<file path="src/rtl/digit_register_reader.sv">
// digit_register_reader
//   Read side of the calculator digit register. A start request snapshots the
//   packed digit word, then the digits are streamed most significant first
//   over a valid/ready handshake to the display character renderer.
//
//   Handshake: a digit moves on every rising clock edge where dig_valid and
//   dig_ready are both 1. While dig_valid=1 and dig_ready=0, every dig_*
//   output is held unchanged. dig_ready has no effect while dig_valid=0.
//
//   Ports
//     clock, reset   rising-edge clock, synchronous active-high reset
//     start          begin a scan (only honoured in IDLE, and only if abort=0)
//     abort          end the current scan at once; no done pulse
//     A              packed digits, digit i = A[i*DIGIT_W +: DIGIT_W]
//     dig_valid      a digit is presented
//     dig_ready      consumer accepts the presented digit
//     dig_value      presented digit value
//     dig_index      presented digit position, NUM_DIGITS-1 down to 0
//     dig_blank      presented digit is a suppressed leading zero
//     dig_last       presented digit is digit 0
//     busy           scan in progress (SCAN or DONE)
//     done           one-cycle pulse after digit 0 has been transferred
//     dbg_state_o    current FSM state (0 IDLE, 1 SCAN, 2 DONE)
//
//   Build option
//     LEADING_ZERO_BLANK_EN  defined: dig_blank flags leading zeros.
//                            undefined: dig_blank is tied to 0 and the
//                            seen-nonzero tracking is not built.
module digit_register_reader #(
  parameter int NUM_DIGITS = 10,
  parameter int DIGIT_W    = 4,
  parameter int IDX_W      = 4
) (
  input  logic                          clock,
  input  logic                          reset,
  input  logic                          start,
  input  logic                          abort,
  input  logic [NUM_DIGITS*DIGIT_W-1:0] A,
  output logic                          dig_valid,
  input  logic                          dig_ready,
  output logic [DIGIT_W-1:0]            dig_value,
  output logic [IDX_W-1:0]              dig_index,
  output logic                          dig_blank,
  output logic                          dig_last,
  output logic                          busy,
  output logic                          done,
  output logic [1:0]                    dbg_state_o
);

  typedef enum logic [1:0] {
    S_IDLE = 2'd0,
    S_SCAN = 2'd1,
    S_DONE = 2'd2
  } state_e;

  state_e                          state_q, state_d;
  logic [NUM_DIGITS*DIGIT_W-1:0]   snap_q, snap_d;
  logic [IDX_W-1:0]                idx_q, idx_d;
  logic [DIGIT_W-1:0]              cur_value;

  // Select the snapshot digit addressed by the current index.
  always_comb begin
    cur_value = '0;
    for (int i = 0; i < NUM_DIGITS; i++) begin
      if (idx_q == IDX_W'(i)) begin
        cur_value = snap_q[i*DIGIT_W +: DIGIT_W];
      end
    end
  end

`ifdef LEADING_ZERO_BLANK_EN
  logic seen_q, seen_d;
`endif

  always_comb begin
    state_d = state_q;
    snap_d  = snap_q;
    idx_d   = idx_q;
`ifdef LEADING_ZERO_BLANK_EN
    seen_d  = seen_q;
`endif
    case (state_q)
      S_IDLE: begin
        // abort beats start: a simultaneous request starts nothing.
        if (start && !abort) begin
          state_d = S_SCAN;
          snap_d  = A;
          idx_d   = IDX_W'(NUM_DIGITS - 1);
`ifdef LEADING_ZERO_BLANK_EN
          seen_d  = 1'b0;
`endif
        end
      end
      S_SCAN: begin
        if (abort) begin
          state_d = S_IDLE;
        end else if (dig_ready) begin
          // dig_valid is 1 throughout SCAN, so dig_ready alone marks a transfer.
          if (idx_q == '0) begin
            state_d = S_DONE;
          end else begin
            idx_d = idx_q - IDX_W'(1);
          end
`ifdef LEADING_ZERO_BLANK_EN
          seen_d = seen_q | (cur_value != '0);
`endif
        end
      end
      S_DONE: begin
        state_d = S_IDLE;
      end
      default: begin
        state_d = S_IDLE;
      end
    endcase
  end

  always_ff @(posedge clock) begin
    if (reset) begin
      state_q <= S_IDLE;
      snap_q  <= '0;
      idx_q   <= '0;
`ifdef LEADING_ZERO_BLANK_EN
      seen_q  <= 1'b0;
`endif
    end else begin
      state_q <= state_d;
      snap_q  <= snap_d;
      idx_q   <= idx_d;
`ifdef LEADING_ZERO_BLANK_EN
      seen_q  <= seen_d;
`endif
    end
  end

  // Every digit output is decoded from registers only, so it stays put
  // while the consumer stalls.
  assign dig_valid   = (state_q == S_SCAN);
  assign dig_value   = cur_value;
  assign dig_index   = idx_q;
  assign dig_last    = dig_valid && (idx_q == '0);
  assign busy        = (state_q != S_IDLE);
  // abort raised during the DONE cycle cancels the pending pulse.
  assign done        = (state_q == S_DONE) && !abort;
  assign dbg_state_o = state_q;

`ifdef LEADING_ZERO_BLANK_EN
  // Digit 0 is never blanked so an all-zero word still shows one "0".
  assign dig_blank = dig_valid && (cur_value == '0) && !seen_q && (idx_q != '0);
`else
  assign dig_blank = 1'b0;
`endif

endmodule

</file>
<file path="config.mk">
export PLATFORM = sky130hd
export DESIGN_NAME = digit_register_reader
export DESIGN_NICKNAME = d
export VERILOG_FILES = /design/src/rtl/digit_register_reader.sv
export SDC_FILE = /design/constraint.sdc
export NUM_CORES = 1
export LEC_CHECK = 0
export CORE_AREA = 2 2 72 74
export DETAILED_ROUTE_END_ITERATION = 8
export DIE_AREA = 0 0 74 76
export GPL_TIMING_DRIVEN = 0
export PLACE_DENSITY = 0.76
export SLEW_MARGIN = 20
export SYNTH_ARGS = -nofsm -noshare
export SYNTH_HDL_FRONTEND = slang
export SYNTH_SLANG_ARGS = --single-unit
</file>
<file path="constraint.sdc">
create_clock -name clock -period 3.7 [get_ports clock]
set_input_delay 0.555 -clock clock [delete_from_list [all_inputs] [get_ports clock]]
set_output_delay 0.555 -clock clock [all_outputs]
set_load 0.05 [all_outputs]
</file>
==> results by group <==
Synth
  • Sequential area share after synthesis: 0.4211
  • Synthesized flop and latch total: 46
  • Post-Synthesis Cells: 290
  • Post-Syn Area: 2187 sq um
  • Top area cells in the synthesized netlist: dfxtp_1, nand2_1, a21oi_1
  • FFs w/ async S/R, synth: 0
  • Mean Syn Cell Area: 7.542 sq um
  • Yosys warning total: 0
  • Synthesized Nets: 340
  • Post-synth EDFFs: 0
  • Area share of the largest cell type after synthesis: 0.4211
  • Top FF cell, synth: dfxtp_1
  • Cell variety after synth: 36
  • Cell taking the most area after synthesis: dfxtp_1

Clocking
  • Clk_lat worst skew: 300 ps
  • Total CTS buffers: 5
  • CTS tree: yes
  • H-Tree Depth: 2
  • Clock Path Buffers: 2
  • CTS root buffer: clkbuf_8
  • Reg clk slew, reported paths: 80 ps
  • Setup Fix Bufs, Post-CTS: 0
  • Cts hold-fix bufs: 0
  • CTS Sinks: 46

Placement
  • Routability cong.: 0.8892
  • Hpwl dp: 4.152 mm
  • Port Buffers: 58
  • Placed Instance Area: 2855 sq um
  • Placed Instances: 418

Pwr
  • Power Density: 403.1 nW/um^2
  • Internal: 836.1 uW
  • Switch Pwr: 363.2 uW
  • Reg power frac: 0.448
  • Clk pwr share: 0.293
  • Switch share: 0.3028
  • Peak supply drop: 0.0002216 V
  • Leakage: 1.126 nW
  • Combinational power share: 0.260

Timing
  • Max_slew headroom: 0.5371
  • Period utilization: 0.8887
  • Hold Vio Cnt, Final: 0
  • Clk_skew: 2.105 ps
  • Fmax: 304.1 MHz
  • Worst slew pin tran: 691.4 ps
  • Slew Limit Fails: 0
  • Final setup violation count: 0
  • Crit path time final: 3288 ps
  • RSZ-0062 raised after global routing: false
  • Setup TNS: 0 ps

Drt
  • Antenna Nets Post-Route: 0
  • Via count: 2211
  • Initial DRC count: 143
  • Post-Route WL: 5.554 mm
  • Pre-antenna DRT Iters: 4
  • Residual DRC count: 0
  • Via density: 5.190
  • Wire per inst: 13.04 um

Final layout
  • Final std cells w/o fill: 426
  • Design Area, Final: 2975 sq um
  • Syn-to-layout area delta: 36.04%
  • # nets final: 405
  • # diodes: 0
  • Layout cells sized above 1: 0.07584
  • Commonest non-fill, non-tap cell in the layout: nand2_1
  • Most frequent cells in the layout: nand2_1, clkdlybuf4s50_1, a21oi_1

Global routing
  • Total grt overflow: 0
  • Largest net degree at the start of global routing: 14
  • Tot GR Track Use: 0.2062
  • Global-route wire length before repair: 9.094 mm
  • Initial antenna violation count: 0
  • Vias in the first global route: 2097

Floorplanning
  • Vert. Die Dim: 76 um
  • Die Wd: 74 um
  • Die Footprint: 5624 sq um
  • Initial Util: 0.4452
  • CORE AREA: 4912 sq um
  • Row count: 26
  • Top Ports: 60

Outcome
  • Status: completed

Critical path
  • Startpoint Class: flip-flop
  • CP required: 3140 ps
  • Critical path class: reg2out
  • R2r startpoint: dig_index[0]
  • Crit Path Max Fanout: 10
  • Nature of the critical path endpoint: output pin
  • RR Endpoint: dig_index[1]
  • Worst R2R Setup Slack: 1650 ps
  • Crit path DAT: 2730 ps
  • R2R cell count: 6

Flow run
  • Max cap viols: 0

Hold path
  • Hold Crit Class: reg2reg
  • Hold path depth: 2
  • Hold path start: snap_q[36]
  • Hold EP: snap_q[36]
[cell usage after synthesis, types with 3 or more instances]
library cell  count
a32oi_1           4
dfxtp_1          46
a221o_1           4
ha_1              5
nor3_1            4
a21oi_1          53
nand2_1          93
o21ai_0          12
inv_1             6
buf_2            10
nand3_1           5
nor2_1            9
clkbuf_1          9
nor2b_1           3
o211ai_1          4
[critical path, cell delays in order (launching register included)]
cell,delay (ps)
dfxtp_1,370
inv_1,140
ha_1,160
clkbuf_1,360
clkbuf_1,360
a21oi_1,110
o21ai_0,90
o211ai_1,150
a32oi_1,240
dlymetal6s2s_1,450
[state kept, by name, indices dropped and copies added (netlist names)]
| register | cells |
|---|---|
| dbg_state_o | 2 |
| snap_q | 40 |
| dig_index | 4 |
[metal layers]
metal	GRT usage	part of all wire	wire length (um)	vias up
li1	-	-	-	1110
met1	0.2652	0.45	2476	1014
met2	0.3321	0.48	2685	78
met3	0.04630	0.052	290	9
met4	0.07818	0.018	102	0
met5	0	0	0	-
[kinds of logic (layout without fill, tap and decap cells)]
group | Yosys count | after routing | share of synthesized area
adder cells (fa/ha/maj) | 5 | 5 | 0.02860
flip-flops | 46 | 46 | 0.4211
AND/OR/NAND/NOR | 125 | 125 | 0.2494
other | 1 | 1 | 0.001715
multiplexers | 2 | 2 | 0.009154
buffers and inverters | 28 | 94 | 0.05949
AO/OA/AOI/OAI | 83 | 83 | 0.2306
[cell type report]
type	instances	area, sq um
repair buffers	58	590.6
well taps	70	87.58
inverters	6	22.52
clock buffers	8	110.1
fillers	477	1937
flip-flops and latches	46	920.9
plain buffers	22	107.6
multi-input cells	216	1136
[per-stage QoR]
| step | power, mW | hold WS, ps | util | worst slack [ps] |
|---|---|---|---|---|
| after floorplan | 0.7390 | 433.2 | - | 488.8 |
| after global placement | 0.8539 | 442.4 | 0.5813 | 452.5 |
| after detailed placement | 0.8596 | 451.3 | 0.5813 | 356.1 |
| after CTS | 1.205 | 462.6 | 0.6037 | 21.02 |
| after global routing | 1.255 | 489.1 | 0.6057 | 230.4 |
| final | 1.199 | 459.9 | 0.6057 | 411.8 |
[power groups by stage]
stage,registers [mW],logic (mW),clock network (mW)
after floorplan,0.559,0.180,0
after global placement,0.548,0.306,0
after global routing,0.540,0.338,0.377
after CTS,0.537,0.312,0.356
final,0.537,0.311,0.351
after detailed placement,0.548,0.311,0
[repair_timing]
action	4_1_cts	5_1_grt
endpoints found under the hold margin	0	0
setup endpoints to repair	0	4
resized for setup	0	4
[worst max path at each step]
stage / from / endpoint / cells past startpoint
after floorplan: dig_index[1] / dig_value[0] / 7
after global placement: dig_index[0] / dig_value[1] / 8
after detailed placement: dig_index[0] / dig_value[1] / 9
after CTS: dig_index[0] / dig_value[1] / 9
after global routing: dig_index[1] / dig_value[1] / 9
final: dig_index[1] / dig_value[1] / 9
(Power assumes the default switching activity.)
